$ cat src/rtl/uart_tx_frame.sv
// UART frame serialiser: start bit, DATA_BITS data LSB-first, optional parity, 1 or 2 stop bits.
// Optional line-break generation is enabled by defining UART_TX_BREAK_EN (adds input brk).
module uart_tx_frame #(
  parameter int DATA_BITS    = 8,
  parameter int CLKS_PER_BIT = 16
) (
  input  logic                 Tx_clk,
  input  logic                 rst,
  input  logic [DATA_BITS-1:0] din,
  input  logic                 tx_valid,
  output logic                 tx_ready,
  input  logic                 parity_en,
  input  logic                 parity_odd,
  input  logic                 two_stop,
`ifdef UART_TX_BREAK_EN
  input  logic                 brk,
`endif
  output logic                 tx,
  output logic                 tx_busy,
  output logic                 tx_done
);

  localparam int CW = (CLKS_PER_BIT > 1) ? $clog2(CLKS_PER_BIT) : 1;
  localparam int BW = (DATA_BITS > 1) ? $clog2(DATA_BITS) : 1;

  typedef enum logic [2:0] {
    IDLE    = 3'd0,
    START   = 3'd1,
    DATA    = 3'd2,
    PARITY  = 3'd3,
    STOP    = 3'd4,
    BREAK   = 3'd5,
    BRK_REC = 3'd6
  } state_t;

  state_t               state_reg, state_next;
  logic [CW-1:0]        baud_cnt_reg;
  logic [BW-1:0]        bit_idx_reg;
  logic [DATA_BITS-1:0] shift_reg;
  logic                 par_en_reg;
  logic                 par_bit_reg;
  logic                 two_stop_reg;
  logic                 stop_idx_reg;
  logic                 tx_reg;
  logic                 tx_ready_reg;
  logic                 tx_busy_reg;
  logic                 tx_done_reg;
  logic                 line_bit;
  logic                 accept;
  logic                 bit_end;
  logic                 last_bit;
  logic                 counting;

  assign accept   = tx_valid && tx_ready_reg;
  assign bit_end  = (baud_cnt_reg == CW'(CLKS_PER_BIT - 1));
  assign last_bit = (bit_idx_reg == BW'(DATA_BITS - 1));
  assign counting = (state_reg == START) || (state_reg == DATA) || (state_reg == PARITY) ||
                    (state_reg == STOP) || (state_reg == BRK_REC);

  always_comb begin
    state_next = state_reg;
    case (state_reg)
      IDLE: begin
        if (accept) state_next = START;
`ifdef UART_TX_BREAK_EN
        else if (brk) state_next = BREAK;
`endif
      end
      START:  if (bit_end) state_next = DATA;
      DATA:   if (bit_end && last_bit) state_next = par_en_reg ? PARITY : STOP;
      PARITY: if (bit_end) state_next = STOP;
      STOP:   if (bit_end && (stop_idx_reg || !two_stop_reg)) state_next = IDLE;
`ifdef UART_TX_BREAK_EN
      BREAK:   if (!brk) state_next = BRK_REC;
      BRK_REC: if (bit_end) state_next = IDLE;
`endif
      default: state_next = IDLE;
    endcase
  end

  // The line value follows the state one cycle later, so the start bit appears the edge after accept.
  always_comb begin
    line_bit = 1'b1;
    case (state_reg)
      START:   line_bit = 1'b0;
      DATA:    line_bit = shift_reg[0];
      PARITY:  line_bit = par_bit_reg;
      BREAK:   line_bit = 1'b0;
      default: line_bit = 1'b1;
    endcase
  end

  always_ff @(posedge Tx_clk or posedge rst) begin
    if (rst) begin
      state_reg    <= IDLE;
      baud_cnt_reg <= '0;
      bit_idx_reg  <= '0;
      shift_reg    <= '0;
      par_en_reg   <= 1'b0;
      par_bit_reg  <= 1'b0;
      two_stop_reg <= 1'b0;
      stop_idx_reg <= 1'b0;
      tx_reg       <= 1'b1;
      tx_ready_reg <= 1'b1;
      tx_busy_reg  <= 1'b0;
      tx_done_reg  <= 1'b0;
    end else begin
      state_reg    <= state_next;
      tx_reg       <= line_bit;
      tx_ready_reg <= (state_next == IDLE);
      tx_busy_reg  <= (state_next != IDLE);
      tx_done_reg  <= (state_reg == STOP) && (state_next == IDLE);
      if (accept) begin
        shift_reg    <= din;
        par_en_reg   <= parity_en;
        par_bit_reg  <= (^din) ^ parity_odd;
        two_stop_reg <= two_stop;
        baud_cnt_reg <= '0;
        bit_idx_reg  <= '0;
        stop_idx_reg <= 1'b0;
      end else if (counting) begin
        baud_cnt_reg <= bit_end ? '0 : baud_cnt_reg + CW'(1);
        if (bit_end && (state_reg == DATA)) begin
          shift_reg   <= shift_reg >> 1;
          bit_idx_reg <= bit_idx_reg + BW'(1);
        end
        if (bit_end && (state_reg == STOP)) stop_idx_reg <= 1'b1;
      end else begin
        baud_cnt_reg <= '0;
      end
    end
  end

  assign tx       = tx_reg;
  assign tx_ready = tx_ready_reg;
  assign tx_busy  = tx_busy_reg;
  assign tx_done  = tx_done_reg;

endmodule

$ cat config.mk
export PLATFORM = sky130hd
export DESIGN_NAME = uart_tx_frame
export DESIGN_NICKNAME = d
export VERILOG_FILES = /design/src/rtl/uart_tx_frame.sv
export SDC_FILE = /design/constraint.sdc
export NUM_CORES = 1
export LEC_CHECK = 0
export BUFFER_PORTS_ARGS = -buffer_cell sky130_fd_sc_hd__buf_4
export CAP_MARGIN = 20
export CORE_MARGIN = 3
export CORE_UTILIZATION = 50
export CTS_CLUSTER_DIAMETER = 80
export CTS_CLUSTER_SIZE = 8
export DETAILED_ROUTE_END_ITERATION = 12
export GPL_TIMING_DRIVEN = 0
export PLACE_DENSITY_LB_ADDON = 0.05
export SYNTH_ARGS = -nofsm -noshare
export SYNTH_HDL_FRONTEND = slang
export SYNTH_SLANG_ARGS = --single-unit
export TNS_END_PERCENT = 20
$ cat constraint.sdc
create_clock -name Tx_clk -period 1.85 [get_ports Tx_clk]
set_input_delay 0.185 -clock Tx_clk [delete_from_list [all_inputs] [get_ports Tx_clk]]
set_output_delay 0.185 -clock Tx_clk [all_outputs]
set_load 0.005 [all_outputs]
==> results of run 1 <==
## worst register-to-register path, delay by kind of cell (launching register included)
family                   cells  cell delay, ns
buffers and inverters        1            0.14
adder cells (fa/ha/maj)      1            0.24
flip-flops                   1            0.42
AO/OA/AOI/OAI                1            0.07
AND/OR/NAND/NOR              3            0.66
## routing by layer
metal	part of all wire, %	global-route usage [%]
met1	44	18.9
met2	51	29.7
met3	3.8	2.07
met4	1.4	6.10
met5	0	0
## cells in the mapped netlist (3+ instances only)
cell type | instances | share of area, %
nand2_1 | 22 | 6.4
ha_1 | 3 | 2.9
xnor2_1 | 6 | 4.1
nand3_1 | 3 | 1.2
a21oi_1 | 20 | 7.8
nor3_1 | 5 | 1.9
xor2_1 | 3 | 2.0
o21ai_0 | 3 | 1.2
buf_2 | 4 | 1.6
dfrtp_1 | 24 | 47
inv_1 | 5 | 1.5
nor2_1 | 14 | 4.1
## cell type report
cell class                      instances  area, um2
Fill cell                             199        797
Tap cell                               28       35.0
Inverter                                5       18.8
Timing Repair Buffer                   19        165
Buffer                                  8       42.5
Clock buffer                            4       36.3
Sequential cell                        26        653
Multi-Input combinational cell         96        571
## through the flow
stage | power, uW | std cells | utilization, % | instance area [um2]
global route | 1080 | 186 | 65.6 | 1520
finish | 1030 | 186 | 65.6 | 1520
floorplan | 705 | 135 | - | 1280
CTS | 1030 | 184 | 64.0 | 1480
detailed placement | 752 | 180 | 62.4 | 1450
global placement | 749 | 180 | 62.4 | 1450
## cell usage in the layout, fill, tap and decap left out, types with 4 or more instances in the layout
cell	instances
inv_1	5
xnor2_1	6
buf_2	4
dfrtp_1	24
nor2_1	14
nor3_1	5
buf_4	17
nand2_1	22
a21oi_1	20
## where the power goes
| group | switching, uW | internal, uW |
|---|---|---|
| sequential | 12.1 | 592 |
| combinational | 68.4 | 76.6 |
| clock | 160 | 120 |
| total | 240 | 789 |
## worst max-delay path by stage
| stage | from | endpoint | slack, ns | depth (start not counted) |
|---|---|---|---|---|
| 6_report | baud_cnt_reg[0]$_DFF_PP0_ | tx_busy$_DFF_PP0_ | 0.21 | 6 |
| 5_1_grt | baud_cnt_reg[0]$_DFF_PP0_ | shift_reg[3]$_DFFE_PP0P_ | 0.07 | 6 |
| 4_1_cts | baud_cnt_reg[0]$_DFF_PP0_ | tx_busy$_DFF_PP0_ | 0.20 | 6 |
| 3_5_place_dp | baud_cnt_reg[0]$_DFF_PP0_ | tx_busy$_DFF_PP0_ | 0.23 | 6 |
| 3_3_place_gp | baud_cnt_reg[0]$_DFF_PP0_ | tx_busy$_DFF_PP0_ | 0.23 | 6 |
| 2_1_floorplan | baud_cnt_reg[0]$_DFF_PP0_ | tx_busy$_DFF_PP0_ | 0.30 | 6 |
## cells by family after synthesis
group	Yosys count	synth area share, %
adder cells (fa/ha/maj)	3	2.92
AND/OR/NAND/NOR	53	19.1
flip-flops	26	50.8
AO/OA/AOI/OAI	30	14.5
XOR/XNOR	10	7.89
buffers and inverters	13	4.77
==> impl_metrics.py, run 1 <==
metrics = {
    "cells_and_area": {
        "largest_reg_flops": 8,
        "synthToLayoutAreaGrowth_pct": 18.4,
        "antenna_cells": 0,
        "nets": 176,
        "drive_above_1_share_pct": 21.5,
    },
    "synthesis": {
        "ys_warn_count": 0,
        "netlist_area_um2": 1280,
        "synth_edf_count": 0,
        "synth_seq_cells": 26,
        "ys_types": 32,
        "ys_async_sr_fraction_pct": 100,
        "syn-num-nets": 152,
        "yosysSeqAreaShare_pct": 50.8,
        "synth-main-ff-cell": "dfrtp_1",
        "syn_inst": 135,
        "avgSynthCellArea_um2": 9.52,
    },
    "placement": {
        "pre_cts_ws_ns": 0.230,
        "dp_hpwl_um": 1770,
        "port_buffers": 17,
        "place_congestion": 0.749,
    },
    "worst_setup_path": {
        "worst_ep_required_time_ns": 2.06,
        "cp_num_buf_inv": 1,
        "endpoint_kind": "flip-flop",
        "rrSetupSlack_ns": 0.21,
        "cp-start-kind": "flip-flop",
        "r2r_end": "tx_busy$_DFF_PP0_",
        "slowest_stage": "dfrtp_1",
        "r2r_cells": 6,
        "crit_type": "reg -> reg",
        "worstPathMaxFanout": 9,
        "cp.arrival_ns": 1.85,
        "critPathTopFamily": "simple AND/OR/NAND/NOR gates",
        "slowest_delay_ns": 0.42,
        "path_cells": "ha_1, and3_1, buf_6, nand4_2, a221oi_4, or3_1",
        "crit-reg2reg-launch": "baud_cnt_reg[0]$_DFF_PP0_",
    },
    "routing": {
        "viasPerCell": 5.35,
        "firstDrtPassIters": 4,
        "wl_per_cell_um": 12.7,
        "drt_wl_total_um": 2370,
        "ant_nets": 0,
        "drtIter0Drc": 19,
        "vias": 996,
        "drc": 0,
    },
    "sta": {
        "rsz0062_at_grt": "no",
        "skew_ns": 0.00632,
        "whs_ns": 0.0536,
        "hold_viol_final": 0,
        "maxSlewHeadroom_pct": 66.0,
        "fin_tns_setup_ns": 0,
        "period_minus_slack_ns": 1.64,
        "fin_crit_sh_pct": 88.7,
        "fmax_mhz": 610,
        "worst_slack_ns": 0.209,
        "setup_violations": 0,
        "drv_slew": 0,
        "worst_slew_pin_slew_ns": 0.506,
    },
    "floorplan": {
        "die_y_um": 56.7,
        "rows": 17,
        "fp.dieW_um": 56.7,
        "core_area_um2": 2320,
        "io_pins": 18,
        "start_util_pct": 55.4,
        "die_area_um2": 3210,
    },
    "clock_network": {
        "clock_path_buffers": 2,
        "h-tree-depth": 1,
        "post-cts-setup-buffers": 0,
        "cts.sinks": 26,
        "hold_buffers": 0,
        "cts_buffers": 3,
        "postCtsResizedCells": 0,
        "clkTransAtPathRegs_ns": 0.14,
        "clkLatencyLatePin_ns": 0.32,
        "root_buffer": "clkbuf_4",
        "cts_tree": "yes",
    },
    "flow_run": {
        "drv_cap": 0,
    },
    "run_status": {
        "outcome": "finished, final reports clean",
    },
    "hold_path": {
        "hold_class": "in -> reg",
        "hold_depth": 3,
        "hold_path.startpoint": "parity_en",
        "whs_endpoint": "par_en_reg$_DFFE_PP0P_",
    },
    "global_route": {
        "grt_max_degree": 27,
        "antenna_found_initial": 0,
        "grt_overflow": 0,
        "grt_use_total_pct": 16.2,
        "first_global_vias": 1000,
        "grt_pass1_wl_um": 4180,
    },
    "power_and_ir_drop": {
        "power-per-cell-area_nw_per_um2": 677,
        "p_leak_uw": 0.000735,
        "vdd_drop_max_mv": 0.467,
    },
}
(Power assumes the default switching activity.)
==> run 2: changes to the inputs <==
--- a/config.mk
+++ b/config.mk
@@ -7,14 +7,11 @@
 export LEC_CHECK = 0
 export BUFFER_PORTS_ARGS = -buffer_cell sky130_fd_sc_hd__buf_4
 export CAP_MARGIN = 20
-export CORE_MARGIN = 3
 export CORE_UTILIZATION = 50
 export CTS_CLUSTER_DIAMETER = 80
 export CTS_CLUSTER_SIZE = 8
 export DETAILED_ROUTE_END_ITERATION = 12
-export GPL_TIMING_DRIVEN = 0
 export PLACE_DENSITY_LB_ADDON = 0.05
 export SYNTH_ARGS = -nofsm -noshare
 export SYNTH_HDL_FRONTEND = slang
 export SYNTH_SLANG_ARGS = --single-unit
-export TNS_END_PERCENT = 20
==> run 2 against run 1 <==
  * Clock skew fell by 0.0045 ns
  * Count of clock-buffer cells in the layout fell by 1
  * Flip-flop and latch count did not move
  * Total power rose by 9.7%
  * Via count fell by 1.4%
  * First-iteration DRC count fell by 26%
  * Cell count fell by 1.1%
  * Utilization fell by 4.2 points
  * Critical path depth fell by 1
  * Non-clock buffer count fell by 4
==> impl_metrics.py, run 2 (same netlist as run 1, synthesis figures left out) <==
metrics = {
    "floorplan": {
        "rows": 18,
        "die_y_um": 52.7,
        "die_area_um2": 2780,
        "io_pins": 18,
        "fp.dieW_um": 52.7,
        "core_area_um2": 2450,
        "start_util_pct": 52.3,
    },
    "global_route": {
        "first_global_vias": 950,
        "grt_overflow": 0,
        "grt_max_degree": 27,
        "grt_pass1_wl_um": 4130,
        "antenna_found_initial": 0,
        "grt_use_total_pct": 20.4,
    },
    "clock_network": {
        "post-cts-setup-buffers": 0,
        "cts.sinks": 26,
        "clock_path_buffers": 2,
        "clkLatencyLatePin_ns": 0.31,
        "root_buffer": "clkbuf_4",
        "cts_buffers": 3,
        "clkTransAtPathRegs_ns": 0.14,
        "h-tree-depth": 1,
        "cts_tree": "yes",
    },
    "cells_and_area": {
        "nets": 172,
        "drive_above_1_share_pct": 22.1,
        "fin_util_pct": 61.5,
        "fill_cells": 229,
        "antenna_cells": 0,
        "mostFrequentLayoutCells": "24 x dfrtp_1, 22 x nand2_1, 22 x buf_4",
        "layout_commonest_cell": "dfrtp_1",
        "synthToLayoutAreaGrowth_pct": 17.4,
        "largest_reg_flops": 8,
    },
    "routing": {
        "ant_nets": 0,
        "drtIter0Drc": 14,
        "vias": 982,
        "viasPerCell": 5.34,
        "drt_wl_total_um": 2360,
        "firstDrtPassIters": 4,
        "drc": 0,
        "wl_per_cell_um": 12.8,
    },
    "sta": {
        "worst_slack_ns": 0.189,
        "maxSlewHeadroom_pct": 68.0,
        "skew_ns": 0.00182,
        "fin_crit_sh_pct": 89.8,
        "period_minus_slack_ns": 1.66,
        "setup_violations": 0,
        "drv_slew": 0,
        "rsz0062_at_grt": "no",
        "hold_viol_final": 0,
        "worst_slew_pin_slew_ns": 0.476,
        "fin_tns_setup_ns": 0,
        "fmax_mhz": 602,
        "whs_ns": 0.0608,
    },
    "placement": {
        "dp_hpwl_um": 1750,
        "pre_cts_ws_ns": 0.113,
        "port_buffers": 17,
        "place_congestion": 0.819,
    },
    "worst_setup_path": {
        "slowest_stage": "dfrtp_1",
        "worst_ep_required_time_ns": 2.06,
        "endpoint_kind": "flip-flop",
        "worstPathMaxFanout": 9,
        "slowest_delay_ns": 0.42,
        "cp.arrival_ns": 1.87,
        "path_cells": "ha_1, and3_2, nand4_2, a221oi_4, or3_1",
        "rrSetupSlack_ns": 0.19,
        "cp-start-kind": "flip-flop",
        "crit_type": "reg -> reg",
        "cp_num_buf_inv": 0,
        "critPathTopFamily": "simple AND/OR/NAND/NOR gates",
    },
    "power_and_ir_drop": {
        "p_leak_uw": 0.000724,
        "vdd_drop_max_mv": 0.496,
        "power-per-cell-area_nw_per_um2": 748,
    },
    "flow_run": {
        "drv_cap": 0,
    },
    "hold_path": {
        "hold_class": "in -> reg",
    },
    "run_status": {
        "outcome": "finished, final reports clean",
    },
}
run 2: cell types whose count changed in the layout (fill, tap and decap cells not counted), sizes merged:
cell / before / now
buf: 24 / 22
bufinv: 0 / 1
clkbuf: 6 / 3
run 2: worst paths after layout:
path                       cells past startpoint                       from                    endpoint
max in group asynchronous                      4                        rst          tx_ready$_DFF_PP1_
min in group asynchronous                      4                        rst  bit_idx_reg[0]$_DFFE_PP0P_
setup reg to reg                               5  baud_cnt_reg[0]$_DFF_PP0_           tx_busy$_DFF_PP0_
hold reg to reg                                1  baud_cnt_reg[0]$_DFF_PP0_   baud_cnt_reg[0]$_DFF_PP0_
setup / recovery                               5  baud_cnt_reg[0]$_DFF_PP0_           tx_busy$_DFF_PP0_
hold / removal                                 3                   two_stop    two_stop_reg$_DFFE_PP0P_
run 2: timing repair:
action / 4_1_cts / 5_1_grt
setup endpoints to repair: 0 / 1
gates resized for setup: 0 / 1
hold buffers: 1 / 0
endpoints found under the hold margin: 24 / 0
run 2: metal layers:
metal / routed length, um / track usage, %
met1: 1080 / 28.3
met2: 1200 / 33.1
met4: 10 / 5.26
met3: 59 / 2.90
met5: 0 / 0
run 2: final cells by class:
cell class,count,area [um2],share of cell area [%]
multi-input cells,96,572,37.9
clock buffers,3,22.5,1.49
clock inverters,1,30.0,1.99
inverters,5,18.8,1.24
flip-flops and latches,26,653,43.3
well taps,30,37.5,2.49
repair buffers,23,175,11.6
run 2: per-stage QoR:
stage | area (um2) | power [uW] | cells
2_1_floorplan | 1280 | 705 | 135
3_3_place_gp | 1450 | 753 | 179
3_5_place_dp | 1450 | 756 | 179
4_1_cts | 1510 | 1140 | 184
5_1_grt | 1510 | 1180 | 184
6_report | 1510 | 1130 | 184
run 2: report_power, final:
part / switching, uW / internal, uW / total (uW)
registers: 11.4 / 592 / 604
clock network: 166 / 219 / 384
logic: 67.5 / 73.9 / 141
run 2: worst min-delay path, stage by stage:
cell and delay [ns]:
buf_4 0.07, nand2_1 0.03, o21ai_0 0.05
